<file path="src/rtl/stopwatch_ctrl_if.sv">
// rtl/stopwatch_ctrl_if.sv - button pulses in, BCD digits and status out for the stopwatch
interface stopwatch_ctrl_if;
    logic       start_stop;
    logic       clear;
    logic       lap;
    logic [3:0] sec_ones;
    logic [3:0] sec_tens;
    logic [3:0] min_ones;
    logic       running;
    logic       tick;
    logic       overflow;

    modport master (
        output start_stop, clear, lap,
        input  sec_ones, sec_tens, min_ones, running, tick, overflow
    );

    modport slave (
        input  start_stop, clear, lap,
        output sec_ones, sec_tens, min_ones, running, tick, overflow
    );
endinterface

</file>
<file path="src/rtl/stopwatch_ctrl.sv">
// rtl/stopwatch_ctrl.sv - M:SS stopwatch FSM, 1 s prescaler and BCD count; LAP_STOPWATCH_EN adds lap freeze
module stopwatch_ctrl #(
    parameter int TICKS_PER_SEC = 50_000_000,
    parameter int MAX_MIN       = 9
) (
    input  logic              fastclock,
    input  logic              resetn,
    stopwatch_ctrl_if.slave   sw
);
    typedef enum logic [1:0] {IDLE = 2'd0, RUN = 2'd1, PAUSE = 2'd2, DONE = 2'd3} state_t;

    localparam int            PW         = $clog2(TICKS_PER_SEC);
    localparam logic [PW-1:0] PRESC_LAST = PW'(TICKS_PER_SEC - 1);
    localparam logic [3:0]    MIN_LAST   = 4'(MAX_MIN);

    state_t        state_q, state_d;
    logic [PW-1:0] presc_q, presc_d;
    logic [3:0]    ones_q, ones_d;
    logic [3:0]    tens_q, tens_d;
    logic [3:0]    min_q, min_d;
    logic          tick_q, tick_d;
    logic          boundary;
    logic          at_max;

    assign boundary = (state_q == RUN) && (presc_q == PRESC_LAST);
    assign at_max   = (min_q == MIN_LAST) && (tens_q == 4'd5) && (ones_q == 4'd9);

    always_ff @(posedge fastclock) begin
        if (!resetn) state_q <= IDLE;
        else         state_q <= state_d;
    end

    always_comb begin
        state_d = state_q;
        if (sw.clear) begin
            state_d = IDLE;
        end else if (sw.start_stop) begin
            case (state_q)
                IDLE:    state_d = RUN;
                RUN:     state_d = PAUSE;
                PAUSE:   state_d = RUN;
                default: state_d = DONE;
            endcase
        end else if (boundary && at_max) begin
            state_d = DONE;
        end
    end

    // A start_stop on a boundary cycle wins: the prescaler holds at its last value,
    // so resuming produces the pending increment one cycle later.
    always_comb begin
        presc_d = presc_q;
        ones_d  = ones_q;
        tens_d  = tens_q;
        min_d   = min_q;
        tick_d  = 1'b0;
        if (sw.clear) begin
            presc_d = '0;
            ones_d  = 4'd0;
            tens_d  = 4'd0;
            min_d   = 4'd0;
        end else if (!sw.start_stop && state_q == RUN) begin
            if (presc_q == PRESC_LAST) begin
                presc_d = '0;
                if (!at_max) begin
                    tick_d = 1'b1;
                    if (ones_q == 4'd9) begin
                        ones_d = 4'd0;
                        if (tens_q == 4'd5) begin
                            tens_d = 4'd0;
                            min_d  = min_q + 4'd1;
                        end else begin
                            tens_d = tens_q + 4'd1;
                        end
                    end else begin
                        ones_d = ones_q + 4'd1;
                    end
                end
            end else begin
                presc_d = presc_q + PW'(1);
            end
        end
    end

    always_ff @(posedge fastclock) begin
        if (!resetn) begin
            presc_q <= '0;
            ones_q  <= 4'd0;
            tens_q  <= 4'd0;
            min_q   <= 4'd0;
            tick_q  <= 1'b0;
        end else begin
            presc_q <= presc_d;
            ones_q  <= ones_d;
            tens_q  <= tens_d;
            min_q   <= min_d;
            tick_q  <= tick_d;
        end
    end

    assign sw.running  = (state_q == RUN);
    assign sw.overflow = (state_q == DONE);
    assign sw.tick     = tick_q;

`ifdef LAP_STOPWATCH_EN
    logic        freeze_q, freeze_d;
    logic [11:0] disp_q, disp_d;

    // Snapshot is taken from the count before this edge's increment.
    always_comb begin
        freeze_d = freeze_q;
        disp_d   = disp_q;
        if (sw.clear) begin
            freeze_d = 1'b0;
        end else if (sw.lap && (state_q == RUN || state_q == PAUSE)) begin
            freeze_d = !freeze_q;
            if (!freeze_q) disp_d = {min_q, tens_q, ones_q};
        end
    end

    always_ff @(posedge fastclock) begin
        if (!resetn) begin
            freeze_q <= 1'b0;
            disp_q   <= '0;
        end else begin
            freeze_q <= freeze_d;
            disp_q   <= disp_d;
        end
    end

    assign sw.min_ones = freeze_q ? disp_q[11:8] : min_q;
    assign sw.sec_tens = freeze_q ? disp_q[7:4]  : tens_q;
    assign sw.sec_ones = freeze_q ? disp_q[3:0]  : ones_q;
`else
    logic lap_unused;
    assign lap_unused  = sw.lap;
    assign sw.min_ones = min_q;
    assign sw.sec_tens = tens_q;
    assign sw.sec_ones = ones_q;
`endif
endmodule

</file>
<file path="src/flat_wrapper.sv">
// flat-port wrapper written by rule: the top's interface ports become plain ports
module stopwatch_ctrl_flat 
#(
    parameter int TICKS_PER_SEC = 50_000_000,
    parameter int MAX_MIN       = 9
)
  (fastclock, resetn, sw_start_stop, sw_clear, sw_lap, sw_sec_ones, sw_sec_tens, sw_min_ones, sw_running, sw_tick, sw_overflow);
  stopwatch_ctrl_if sw_i ();
  input  logic fastclock;
  input  logic resetn;
  input wire logic [$bits(sw_i.start_stop)-1:0] sw_start_stop;
  input wire logic [$bits(sw_i.clear)-1:0] sw_clear;
  input wire logic [$bits(sw_i.lap)-1:0] sw_lap;
  output wire logic [$bits(sw_i.sec_ones)-1:0] sw_sec_ones;
  output wire logic [$bits(sw_i.sec_tens)-1:0] sw_sec_tens;
  output wire logic [$bits(sw_i.min_ones)-1:0] sw_min_ones;
  output wire logic [$bits(sw_i.running)-1:0] sw_running;
  output wire logic [$bits(sw_i.tick)-1:0] sw_tick;
  output wire logic [$bits(sw_i.overflow)-1:0] sw_overflow;
  assign sw_i.start_stop = sw_start_stop;
  assign sw_i.clear = sw_clear;
  assign sw_i.lap = sw_lap;
  assign sw_sec_ones = sw_i.sec_ones;
  assign sw_sec_tens = sw_i.sec_tens;
  assign sw_min_ones = sw_i.min_ones;
  assign sw_running = sw_i.running;
  assign sw_tick = sw_i.tick;
  assign sw_overflow = sw_i.overflow;
  stopwatch_ctrl #(.TICKS_PER_SEC(TICKS_PER_SEC), .MAX_MIN(MAX_MIN)) u_core (.fastclock(fastclock), .resetn(resetn), .sw(sw_i));
endmodule
</file>
<file path="config.mk">
export PLATFORM = sky130hd
export DESIGN_NAME = stopwatch_ctrl_flat
export DESIGN_NICKNAME = d
export VERILOG_FILES = /design/src/rtl/stopwatch_ctrl_if.sv /design/src/rtl/stopwatch_ctrl.sv /design/src/flat_wrapper.sv
export SDC_FILE = /design/constraint.sdc
export NUM_CORES = 1
export LEC_CHECK = 0
export CORE_ASPECT_RATIO = 0.7
export CORE_MARGIN = 8
export CORE_UTILIZATION = 30
export DETAILED_ROUTE_END_ITERATION = 16
export GPL_TIMING_DRIVEN = 0
export PLACE_DENSITY_LB_ADDON = 0.1
export SLEW_MARGIN = 30
export SYNTH_ARGS = -nofsm -noshare
export SYNTH_HDL_FRONTEND = slang
export SYNTH_SLANG_ARGS = --single-unit
</file>
<file path="constraint.sdc">
create_clock -name fastclock -period 2.6 [get_ports fastclock]
set_input_delay 0.52 -clock fastclock [delete_from_list [all_inputs] [get_ports fastclock]]
set_output_delay 0.52 -clock fastclock [all_outputs]
set_load 0.005 [all_outputs]
</file>
=== After elaboration in Yosys (flattened, before gate mapping) ===
Index checks and enable logic that the tools add are counted.

* Register bits after elaboration: 41
* Input bits: 5
* Output and inout port bits: 15
* Word-level logic and storage cells: 42

* $add $sub $neg: 4
* Equal/unequal tests: 7
* Muxes and demuxes: 7
* Bitwise logic cells: 4
* Reductions and logical operators: 14

{| class="wikitable"
|+ Operator list
! cell !! number
|-
| adder 26 x 1 -> 26 bit (second input constant) || 1
|-
| == test 26 bit (second input constant) || 1
|-
| two-way mux 26 bit || 1
|-
| adder 4 x 1 -> 4 bit (second input constant) || 3
|-
| == test 4 bit (second input constant) || 2
|-
| two-way mux 4 bit || 2
|-
| logical AND 1 bit || 5
|-
| AND reduction 5 bit || 1
|-
| == test 2 bit (second input constant) || 2
|-
| == test 4 x 3 -> 1 bit (second input constant) || 1
|-
| two-way mux 2 bit || 2
|-
| inverter 1 bit || 4
|-
| case mux 2 bit (2 select lines) || 1
|-
| AND reduction 4 bit || 1
|-
| OR reduction 2 bit || 2
|-
| OR reduction 4 bit || 1
|-
| AND reduction 3 bit || 1
|-
| == test 2 x 1 -> 1 bit (second input constant) || 1
|-
| logical NOT 2 bit || 1
|-
| nonzero test 2 bit || 1
|-
| logical NOT 1 bit || 1
|-
| two-way mux 1 bit || 1
|}

=== Longest topological paths before layout ===
* Depth in word-level cells: 6
* Gate-level depth with buffers: 7
* Mapped depth without buffers: 7

=== Least setup slack after synthesis ===
OpenSTA, ideal clock, no wires.

* Path kind: in2reg
* Start point: in sw_start_stop
* End point: reg u_core.tens_q[1], in the netlist u_core.sw.sec_tens[1]
* Data arrival time: 1.932 ns
* Required time: 2.529 ns
* Setup slack: 0.597 ns
* Cell stages on the path: 5
* Cells stage by stage: nor3b_4 -> nand4_4 -> or2_4 -> or4_1 -> a21oi_1

* Cells in the longest elaborated chain, start to end: 3

{| class="wikitable"
|+ RTL lines
! item !! line !! RTL
|-
| from (decl) || flat_wrapper.sv:11 || <nowiki>input wire logic [$bits(sw_i.start_stop)-1:0] sw_start_stop;</nowiki>
|-
| logical NOT 1 bit || stopwatch_ctrl.sv:62 || <nowiki>end else if (!sw.start_stop && state_q == RUN) begin</nowiki>
|-
| logical AND 1 bit || stopwatch_ctrl.sv:62 ||
|-
| AND reduction 4 bit (no source line) || - ||
|-
| to (signal assigned) || stopwatch_ctrl.sv:95 || <nowiki>tens_q <= tens_d;</nowiki>
|-
| to (decl) || stopwatch_ctrl.sv:19 || <nowiki>logic [3:0] tens_q, tens_d;</nowiki>
|}

No other way between the ends.
A chain may end at the register's enable or synchronous reset.

=== Worst setup path in the final report ===
* Start point: reg u_core.presc_q[0]
* End point: reg u_core.presc_q[16]

* Cells in the longest elaborated chain, start to end: 2
* Elaborated cells between the ends (all ways): 3
* Classes of those cells: add/sub: 1; eq/ne: 1; mux: 1

{| class="wikitable"
|+ RTL lines
! item !! line !! RTL
|-
| from (decl) || stopwatch_ctrl.sv:17 || <nowiki>logic [PW-1:0] presc_q, presc_d;</nowiki>
|-
| from (signal assigned) || stopwatch_ctrl.sv:93 || <nowiki>presc_q <= presc_d;</nowiki>
|-
| adder 26 x 1 -> 26 bit or == test 26 bit (tied branches) || stopwatch_ctrl.sv:80, stopwatch_ctrl.sv:63 ||
|-
| two-way mux 26 bit (*) || stopwatch_ctrl.sv:63 || <nowiki>if (presc_q == PRESC_LAST) begin</nowiki>
|}

Mark *: on every way between the ends. The rest lies on a longest branch, timed or not.

==> results_dict.tcl <==
set metrics [dict create \
    dp_cells 341 \
    grt_setup_unrepaired "false" \
    antenna_cells 0 \
    htreeDepth 2 \
    power.internal_uw 881 \
    crit_chain "ha_1 > and3_1 > nand4_1 > or2_4 > nand2_1 > clkbuf_2 > nor2_1" \
    r2r_end "u_core.presc_q[16]" \
    synth_edf_count 0 \
    drive_gt1_frac 0.0703 \
    setup_ws_ns 0.283 \
    cts_root_buf "clkbuf_8" \
    setup_viol 0 \
    cp_slowest_stage_delay_ns 0.41 \
    place_hpwl_um 3270 \
    syn_inst 229 \
    ctsHoldBuffers 0 \
    initial_core_util 0.302 \
    io_buffers 18 \
    total_power_mw 1.14 \
    num_vias 1584 \
    fin_skew_ns 0.00562 \
    tightest_slew_ns 0.827 \
    die_y_um 84.2 \
    first_global_vias 1527 \
    detail-route-antenna-nets 0 \
    stdcell_count 350 \
    grt_max_degree 13 \
    ir_drop_mv 0.202 \
    crit_end "u_core.presc_q[16]" \
    p_clk_frac 0.418 \
    syn_avg_cell_area_um2 8.70 \
    crit_path_top_delay_cell "dfxtp_1" \
    io_pins 20 \
    synth_warnings 0 \
    synth_top_area_frac 0.412 \
    cp_max_fo 10 \
    routedWlPerCell_um 13.1 \
    place_ws_ns -0.454 \
    synth_cell_types 39 \
    dr_wl_met2_um 1660 \
    fin_crit_sh 0.891 \
    finalInstanceArea_um2 2420 \
    endpoint_kind "flop" \
    wl_um 4570 \
    drt_first_pass_iters 4 \
    grt_first_pass_wirelength_um 7870 \
    coreArea_um2 6600 \
    num_rows 25 \
    p_leak_nw 0.779 \
    switchingPower_uw 255 \
    layout_commonest_cell "dfxtp_1" \
    mostFrequentLayoutCells "41 x dfxtp_1, 37 x nor2_1, 19 x xor2_1" \
    max_cap_viol_count 0 \
    die_w_um 113 \
    yosysTopAreaCell "dfxtp_1" \
    worst-r2r-setup-slack_ns 0.28 \
    placed_area_um2 2300 \
    drcViolationCount 0 \
    r2r.worst_path.cells 7 \
    yosysSeqAreaShare 0.412 \
    final_util 0.366 \
    setup_tns_ns 0 \
    pwr-share-seq 0.555 \
    syn_to_final_growth_pct 21.3 \
    status "complete, no violations" \
    cts_sinks 41 \
    clockBufferDepth 2 \
    syn_area_um2 1990 \
    syn_nets 237 \
    r2r-start "u_core.presc_q[0]" \
    top_layer "met4" \
    p_sw_frac 0.225 \
    viasPerCell 4.53 \
    wl_met3_um 150 \
    powerDensity_nw_per_um2 470 \
    synth_async_sr_flop_share 0 \
    gp_congestion 0.707 \
    finalHoldViolations 0 \
    maxSlewHeadroom 0.444 \
    ys_seq_elements 41 \
    cts_buffers 5 \
    nets 263 \
    period_minus_slack_ns 2.32 \
    insertion_delay_ns 0.29 \
    grt.total_usage 0.103 \
    crit_type "reg -> reg" \
    worst_ep_arrival_time_ns 2.50 \
    pwr-share-comb 0.027 \
    antenna_found_initial 0 \
    clk_pin_slew_worst_paths_ns 0.08 \
    fmax_mhz 432 \
    grt_overflow 0 \
    slew_violations 0 \
    hold_ws_ns 0.525 \
    required_ns 2.78 \
    drtIter0Drc 63 \
    synth_area_leaders "dfxtp_1 41%, xor2_1 8.4%, nor2_1 7.0%, xnor2_1 4.4%, nand3_1 4.0%" \
    cts_tree "done" \
    startpoint_type "flop" \
    ys.flop_type "dfxtp_1" \
    die_area_um2 9540 \
    wl_met1_um 2710 \
    hold_path_class "reg -> reg" \
    crit_start "u_core.presc_q[0]" \
]
==> layer usage <==
layer | track usage | up-vias
met5 | 0 | -
li1 | - | 852
met3 | 0.0301 | 5
met4 | 0.0361 | 0
met1 | 0.159 | 710
met2 | 0.127 | 17
==> power groups by stage <==
stage               Combinational [mW]  Clock (mW)  Sequential (mW)
global placement                0.0305           0            0.645
finish                          0.0309       0.475            0.630
floorplan                       0.0163           0            0.645
CTS                             0.0316       0.494            0.631
global route                    0.0348       0.515            0.631
detailed placement              0.0303           0            0.645
==> synthesized netlist by cell type, drive strengths merged (3+ instances only) <==
cell type,instances
a21oi,6
and2,5
and3,6
and4,3
clkbuf,6
dfxtp,41
ha,3
inv,4
mux2i,4
nand2,16
nand3,16
nand4,11
nand4bb,3
nor2,37
nor2b,3
nor3,9
nor4,5
o21ai,4
xnor2,10
xor2,19
==> how the worst min path moves through the flow <==
stage | depth (start not counted) | from | end
final | 2 | u_core.presc_q[25] | u_core.presc_q[25]
after global routing | 2 | u_core.presc_q[25] | u_core.presc_q[25]
after CTS | 2 | u_core.presc_q[25] | u_core.presc_q[25]
after detailed placement | 2 | u_core.presc_q[25] | u_core.presc_q[25]
after global placement | 2 | u_core.presc_q[25] | u_core.presc_q[25]
after floorplan | 2 | u_core.presc_q[25] | u_core.presc_q[25]
==> cell type report <==
| cell class | instances | area [um^2] |
|---|---|---|
| Buffer | 6 | 25.0 |
| Clock buffer | 7 | 96.3 |
| Clock inverter | 1 | 5.00 |
| Fill cell | 692 | 4180 |
| Inverter | 4 | 15.0 |
| Multi-Input combinational cell | 178 | 1150 |
| Sequential cell | 41 | 821 |
| Tap cell | 94 | 118 |
| Timing Repair Buffer | 19 | 188 |
==> state kept, by name, indices dropped and copies added (netlist names) <==
register            cells
u_core.sw.min_ones      4
u_core.sw.sec_tens      4
u_core.sw.sec_ones      4
u_core.state_q          2
u_core.presc_q         26
u_core.sw.tick          1
==> worst max-delay path, delay by kind of cell, from the launching register on <==
kind	cells	cell delay (ns)
adder cells (fa/ha/maj)	1	0.21
buffers and inverters	1	0.30
AND/OR/NAND/NOR	5	1.28
flip-flops	1	0.41
==> repair_timing <==
item                                   CTS  global route
setup buffers                            1             0
cloned                                   0             0
endpoints found under the hold margin    0             0
setup endpoints to repair               20            10
pin swaps                                1             0
gates resized for setup                  1             2
==> cell families after synthesis <==
family | synth area share
muxes | 0.0258
and+or+nand+nor | 0.356
buffers and inverters | 0.0188
adders and majority gates | 0.0188
xor gates and xnor gates | 0.128
AOI/OAI and AO/OA | 0.0408
DFF | 0.412
Power figures use the tool's default switching activity.
